### src/rtl/div_pkg.sv
// Shared encodings for the EX-stage divider: FSM states, handshake levels
// and the register bus widths used by EX when writing {Hi, Lo}.
package div_pkg;

    localparam int REG_BUS        = 32;
    localparam int DOUBLE_REG_BUS = 2 * REG_BUS;

    typedef enum logic [1:0] {
        DIV_FREE     = 2'b00,
        DIV_BY_ZERO  = 2'b01,
        DIV_ON       = 2'b10,
        DIV_END      = 2'b11
    } div_state_t;

    localparam logic DIV_RESULT_READY     = 1'b1;
    localparam logic DIV_RESULT_NOT_READY = 1'b0;
    localparam logic DIV_START            = 1'b1;
    localparam logic DIV_STOP             = 1'b0;

endpackage

### src/rtl/div.sv
// Radix-2 restoring divider for div/divu. One quotient bit per clock,
// result presented as {remainder, quotient} and held until EX drops start.
module div
    import div_pkg::*;
#(
    parameter int DATA_W = REG_BUS
) (
    input  logic                  clk,
    input  logic                  rst,
    input  logic                  signed_div_i,
    input  logic [DATA_W-1:0]     opdata1_i,
    input  logic [DATA_W-1:0]     opdata2_i,
    input  logic                  start_i,
    input  logic                  annul_i,
    output logic [2*DATA_W-1:0]   result_o,
    output logic                  ready_o
);

    localparam int              CNT_W    = $clog2(DATA_W + 1);
    localparam logic [CNT_W-1:0] CNT_LAST = CNT_W'(DATA_W);

    div_state_t             state, state_n;
    logic [CNT_W-1:0]       cnt, cnt_n;
    logic [2*DATA_W-1:0]    result_n;
    logic                   ready_n;

    // Dividend is consumed MSB-first by shifting; quotient fills from the LSB.
    logic [DATA_W-1:0]      dividend, dividend_n;
    logic [DATA_W-1:0]      divisor, divisor_n;
    logic [DATA_W-1:0]      quo, quo_n;
    // After each step the partial remainder is below the divisor, so its
    // top bit is always zero and only DATA_W bits need to be kept.
    logic [DATA_W-1:0]      rem, rem_n;
    logic                   neg_quo, neg_quo_n;
    logic                   neg_rem, neg_rem_n;

    logic [DATA_W:0]        trial;
    logic                   ge;

    function automatic logic [DATA_W-1:0] negate(input logic [DATA_W-1:0] v);
        return (~v) + DATA_W'(1);
    endfunction

    function automatic logic [DATA_W-1:0] abs_op(input logic [DATA_W-1:0] v,
                                                 input logic              sgn);
        return (sgn && v[DATA_W-1]) ? negate(v) : v;
    endfunction

    // Next-state, step datapath (shift/compare/subtract) and output values.
    always_comb begin
        state_n    = state;
        cnt_n      = cnt;
        result_n   = result_o;
        ready_n    = ready_o;
        dividend_n = dividend;
        divisor_n  = divisor;
        quo_n      = quo;
        rem_n      = rem;
        neg_quo_n  = neg_quo;
        neg_rem_n  = neg_rem;

        trial = {rem, dividend[DATA_W-1]};
        ge    = (trial >= {1'b0, divisor});

        case (state)
            DIV_FREE: begin
                ready_n  = DIV_RESULT_NOT_READY;
                result_n = '0;
                if (start_i == DIV_START && !annul_i) begin
                    state_n    = (opdata2_i == '0) ? DIV_BY_ZERO : DIV_ON;
                    cnt_n      = '0;
                    dividend_n = abs_op(opdata1_i, signed_div_i);
                    divisor_n  = abs_op(opdata2_i, signed_div_i);
                    neg_quo_n  = signed_div_i & (opdata1_i[DATA_W-1] ^ opdata2_i[DATA_W-1]);
                    neg_rem_n  = signed_div_i & opdata1_i[DATA_W-1];
                    rem_n      = '0;
                    quo_n      = '0;
                end
            end
            DIV_BY_ZERO: begin
                state_n  = DIV_END;
                result_n = '0;
                ready_n  = DIV_RESULT_READY;
            end
            DIV_ON: begin
                if (annul_i) begin
                    state_n  = DIV_FREE;
                    ready_n  = DIV_RESULT_NOT_READY;
                    result_n = '0;
                    cnt_n    = '0;
                end else if (cnt != CNT_LAST) begin
                    rem_n      = ge ? DATA_W'(trial - {1'b0, divisor}) : trial[DATA_W-1:0];
                    quo_n      = {quo[DATA_W-2:0], ge};
                    dividend_n = {dividend[DATA_W-2:0], 1'b0};
                    cnt_n      = cnt + CNT_W'(1);
                end else begin
                    result_n = {neg_rem ? negate(rem) : rem,
                                neg_quo ? negate(quo) : quo};
                    ready_n  = DIV_RESULT_READY;
                    state_n  = DIV_END;
                end
            end
            DIV_END: begin
                if (start_i == DIV_STOP || annul_i) begin
                    state_n  = DIV_FREE;
                    ready_n  = DIV_RESULT_NOT_READY;
                    result_n = '0;
                end
            end
            default: begin
                state_n = DIV_FREE;
            end
        endcase
    end

    // Control and output registers; reset asynchronously from any state.
    always_ff @(posedge clk or posedge rst) begin
        if (rst) begin
            state    <= DIV_FREE;
            cnt      <= '0;
            result_o <= '0;
            ready_o  <= DIV_RESULT_NOT_READY;
        end else begin
            state    <= state_n;
            cnt      <= cnt_n;
            result_o <= result_n;
            ready_o  <= ready_n;
        end
    end

    // Operand and partial-result registers; always loaded before use.
    always_ff @(posedge clk) begin
        dividend <= dividend_n;
        divisor  <= divisor_n;
        quo      <= quo_n;
        rem      <= rem_n;
        neg_quo  <= neg_quo_n;
        neg_rem  <= neg_rem_n;
    end

endmodule

### config.mk
export PLATFORM = sky130hd
export DESIGN_NAME = div
export DESIGN_NICKNAME = d
export VERILOG_FILES = /design/src/rtl/div_pkg.sv /design/src/rtl/div.sv
export SDC_FILE = /design/constraint.sdc
export NUM_CORES = 1
export LEC_CHECK = 0
export CAP_MARGIN = 10
export CORE_AREA = 3 3 156 234
export CTS_CLUSTER_DIAMETER = 150
export DETAILED_ROUTE_END_ITERATION = 7
export DIE_AREA = 0 0 159 237
export GPL_TIMING_DRIVEN = 0
export PLACE_DENSITY = 0.64
export SETUP_SLACK_MARGIN = 0.1
export SYNTH_ARGS = -nofsm -noshare
export SYNTH_HDL_FRONTEND = slang
export SYNTH_SLANG_ARGS = --single-unit
### constraint.sdc
create_clock -name clk -period 12.1 [get_ports clk]
set_clock_uncertainty 0.05 [all_clocks]
set_input_delay 2.42 -clock clk [delete_from_list [all_inputs] [get_ports clk]]
set_output_delay 2.42 -clock clk [all_outputs]
set_load 0.005 [all_outputs]
# Word level (Yosys, flattened, before mapping)
# Cells that the tools add are included.
# word_totals
register_bits	203
input_bits	69
out_inout_bits	65
word_cells	83
# classes
n_addsub	6
magnitude_cmp	1
n_eq_ne	10
muxes	34
bitwise_logic	8
reduce_logical	14
# op_table
op	n
2-to-1 mux 32 bit	13
2-to-1 mux 64 bit	3
one-hot mux 32 bit (2 select lines)	3
one-hot mux 64 bit (3 select lines)	1
adder 32 x 1 -> 32 bit, second input constant	4
inverter 32 bit	4
>= comparator 33 x 32 -> 1 bit	1
logical NOT 32 bit	1
subtractor 32 bit	1
2-to-1 mux 6 bit	3
one-hot mux 6 bit (2 select lines)	1
2-to-1 mux 2 bit	5
inequality test 2 bit, second input constant	4
one-hot mux 2 bit (4 select lines)	1
adder 6 x 1 -> 6 bit, second input constant	1
inequality test 3 bit, second input constant	2
inequality test 6 bit, second input constant	1
AND reduction 3 bit	2
equality test 2 bit, second input constant	2
one-hot mux 1 bit (4 select lines)	1
AND reduction 2 bit	2
AND reduction 4 bit	1
logical AND 1 bit	3
2-to-1 mux 1 bit	3
9 further kinds	10

# Longest topological paths before layout
# Gate-level depths: netlist (run 1).
# depth
word_depth	6
mapped_depth	13
depth_no_buf	12

# Worst setup path after synthesis (run 1)
# OpenSTA, ideal clock, no wires.
# synth_path
path_type	input-to-reg
startpoint	input start_i
endpoint	register dividend[0] (enable)
setup_ns	0.466
arrival_ns	5.220
required_time_ns	11.584
path_slack_ns	6.364
stages	4
path_buffers	0
cell_sequence	nor2b_1 -> nand2_1 -> o21ai_1 -> and2_1
# synth_between
elab_chain_len	3
# synth_rtl
item	line_no	rtl
start: declaration	div.sv:13	input logic start_i,
logical AND 1 bit	div.sv:69	if (start_i == DIV_START && !annul_i) begin
inequality test 2 bit (no source line)	n/a	
AND reduction 4 bit (no source line)	n/a	
end signal: assignment	div.sv:133	dividend <= dividend_n;
end: declaration	div.sv:28	logic [DATA_W-1:0] dividend, dividend_n;
# No other way between the ends.
# A chain may end at the register's enable or synchronous reset.

# Final worst setup path (run 1)
# layout_path
startpoint	input opdata2_i[7]
endpoint	register state[1]
# layout_between
elab_chain_len	4
# layout_rtl
item	line_no	rtl
start: declaration	div.sv:12	input logic [DATA_W-1:0] opdata2_i,
logical NOT 32 bit	div.sv:70	state_n = (opdata2_i == '0) ? DIV_BY_ZERO : DIV_ON;
2-to-1 mux 2 bit	div.sv:70	
2-to-1 mux 2 bit	div.sv:69	
one-hot mux 2 bit (4 select lines)	div.sv:65	case (state)
end signal: assignment	div.sv:124	state <= state_n;
end: declaration	div.sv:22	div_state_t state, state_n;
# No other way between the ends. The select of a mux whose other input is x is not followed.

==> results of run 1 <==
## final cells by class
cell class	count	share of cell area
clock inverter	5	0.00340
inverter	61	0.0157
multi-input combinational	914	0.401
sequential	203	0.390
timing repair buffer	136	0.0961
clock buffer	31	0.0403
tap	473	0.0402
buffer	52	0.0135
## how the worst max path moves through the flow
stage	end	slack, ns	depth (start not counted)
after detailed placement	state[1]	6.27	10
after global placement	rem[7]	4.76	5
final	state[1]	6.80	10
after CTS	state[1]	6.80	10
after global routing	state[1]	6.59	10
after floorplan	dividend[0]	6.36	4
## worst max-delay path, delay by kind of cell
| kind | cells | cell delay, ns |
|---|---|---|
| AND/OR/NAND/NOR | 8 | 2.55 |
| AO/OA/AOI/OAI | 1 | 0.21 |
| buffers and inverters | 1 | 0.46 |
## power by group through the flow
stage | Sequential, mW | Clock, mW | Combinational [mW]
6_report | 1.10 | 0.616 | 1.02
3_5_place_dp | 1.11 | 0 | 1.02
3_3_place_gp | 1.12 | 0 | 0.983
4_1_cts | 1.10 | 0.632 | 1.02
5_1_grt | 1.12 | 0.653 | 1.15
2_1_floorplan | 1.07 | 0 | 0.750
## synth_stat cells (all sizes together) (15+ instances only)
library cell	instances	area [um2]
nor2	73	274
o21ai	138	691
nand2	159	599
xnor2	56	490
mux2i	25	250
ha	42	526
nor4	15	115
o31ai	29	228
a21oi	54	270
clkbuf	44	165
dfrtp	73	1830
inv	61	229
edfxtp	130	3900
and2	36	225
xor2	91	797
nor3	17	85.1
a21o	17	128
## kinds of logic (layout without fill, tap and decap cells)
family	after synthesis	count (layout)
AND/OR/NAND/NOR	388	388
AO/OA/AOI/OAI	311	311
flip-flops	203	203
XOR/XNOR	147	147
buffers and inverters	113	285
adder cells (fa/ha/maj)	43	43
multiplexers	25	25
## layer usage
metal | up-vias | global-route usage | wire length [um]
li1 | 4713 | - | -
met1 | 4510 | 0.174 | 11700
met2 | 187 | 0.306 | 16200
met3 | 41 | 0.0228 | 1310
met4 | 0 | 0.0510 | 783
met5 | - | 0 | 0
## flip-flops by register name (all words and copies together) (netlist names)
signal    cells
result_o     64
dividend     32
divisor      32
quo          32
rem          32
cnt           6
state         2
neg_quo       1
neg_rem       1
ready_o       1
==> results.ini, run 1 <==
[run_status]
status=complete, no violations

[grt]
grt_max_degree=72
antenna_found_initial=0
grt_pass1_wl_um=48900
grt_pass1_vias=9572
gr-total-overflow=0
grt_use_total=0.157

[critical_path]
r2r_cells=11
cp-startpoint=opdata2_i[7]
timing.rr.end=rem[16]
critPathSlowestCell=or4_1
cp-end-kind=register
cp-start-kind=primary input
slowest_delay_ns=0.58
r2r_setup_slack_ns=7.98
crit_arrival_ns=5.64
crit_fanout=5
required_ns=12.44
crit_type=primary input to register
timing.rr.start=rem[0]
path_cells=clkdlybuf4s50_1, or4_1, nor4_1, and3b_1, nand3b_1, nor4_2, nand2_1, nor4b_1, nor2_1, a22o_1

[finish]
fillCellCount=3441
design_area_um2=14700
multi_input_comb_area_um2=5900
mostFrequentLayoutCells=nand2_1 (158), o21ai_0 (134), clkdlybuf4s50_1 (133)
mostFrequentLayoutCell=nand2_1
insertedDiodeCount=0
final_cells=1875
final_core_util=0.421
seq_area_um2=5730
drive_above_1_share=0.0385
area_growth_pct=22.0
nNetsFinal=1500

[synthesis]
syn_avg_cell_area_um2=9.80
synth_xor_area_frac=0.107
synth_compound_gate_area_share=0.160
yosys_warnings=0
synth_edf_count=130
synth_cell_types=67
synth_top_family_by_area=compound AO/OA/AOI/OAI gates
yosysSeqAreaShare=0.475
synth_flop_cell=edfxtp_1
synthMuxAreaShare=0.0208
synthAdderAreaFrac=0.0453
yosys.area_share.simple=0.156
synthesis.nets=1342
syn_area_um2=12100
netlist_instances=1230
synth_seq_cells=203
async_flop_share=0.360

[power]
clockPowerShare=0.225
p_int_mw=1.72
p_total_mw=2.73
p_leak_nw=5.70
comb_power_share=0.373
p_sw_mw=1.01
vdd_drop_max_v=0.000107
p_seq_frac=0.401
p_sw_frac=0.369
power.density_nw_per_um2=186

[drt]
dr.pass1.iters=5
via_count=9451
drt_iter0_drc=490
vias_per_cell=5.04
drtAntennaViolNets=0
wl_per_cell_um=16.0
drc_errors=0
routed_wl_um=30000

[placed_design]
hpwl_um=23700
numPortBuffers=133
gp_congestion=0.874
place_area_um2=14000
pre_cts_slack_ns=6.27
dp_cells=1838

[clocking]
hold_buffers=0
ctsLongestPathBuffers=3
clock-sinks=203
cts_setup_buffers=0
cts_tree=yes
cts_resized=0
clock_latency_ns=0.50
cts_made_buffers=20
htreeDepth=1
clock-root-buffer=clkbuf_16
path_clk_slew_ns=0.06

[timing]
fin_crit_sh=0.438
drv_slew=0
rsz0062_at_grt=false
setup_slack_ns=6.80
setup_tns_ns=0
finalHoldViolCount=0
fmax_mhz=189
timing.hold.ws_ns=0.427
fin_crit_ns=5.30
final-setup-viol-count=0
worst_pin_slew_ns=0.847
slew_headroom=0.428

[die]
ioPinCount=134
die_y_um=237
start_util=0.345
dieArea_um2=37700
rows=84
die_w_um=159
coreArea_um2=34900

[worst_hold_path]
hold_depth=2
hp-class=register to register
hp-start=result_o[18]
min_to=result_o[18]

[job]
maxCapViolCount=0

Note: power is estimated with default switching activity, not from simulation.
==> run 2, diff against run 1 <==
- clock period: 12.1 -> 5.4 ns (I/O delays scaled with it)
==> results of run 2 <==
The final DEF is identical to that of run 1. Status: complete, no violations.
Among the figures that moved: setup slack after placement 6.27 ns -> 0.913 ns; setup slack after layout 6.80 ns -> 1.28 ns; start point of the critical path opdata2_i[7] -> rem[0]; end point of the critical path state[1] -> rem[16]; register-to-register setup slack 7.98 ns -> 1.28 ns; total power 2.73 mW -> 6.12 mW; worst IR drop on VDD 0.000107 V -> 0.000240 V
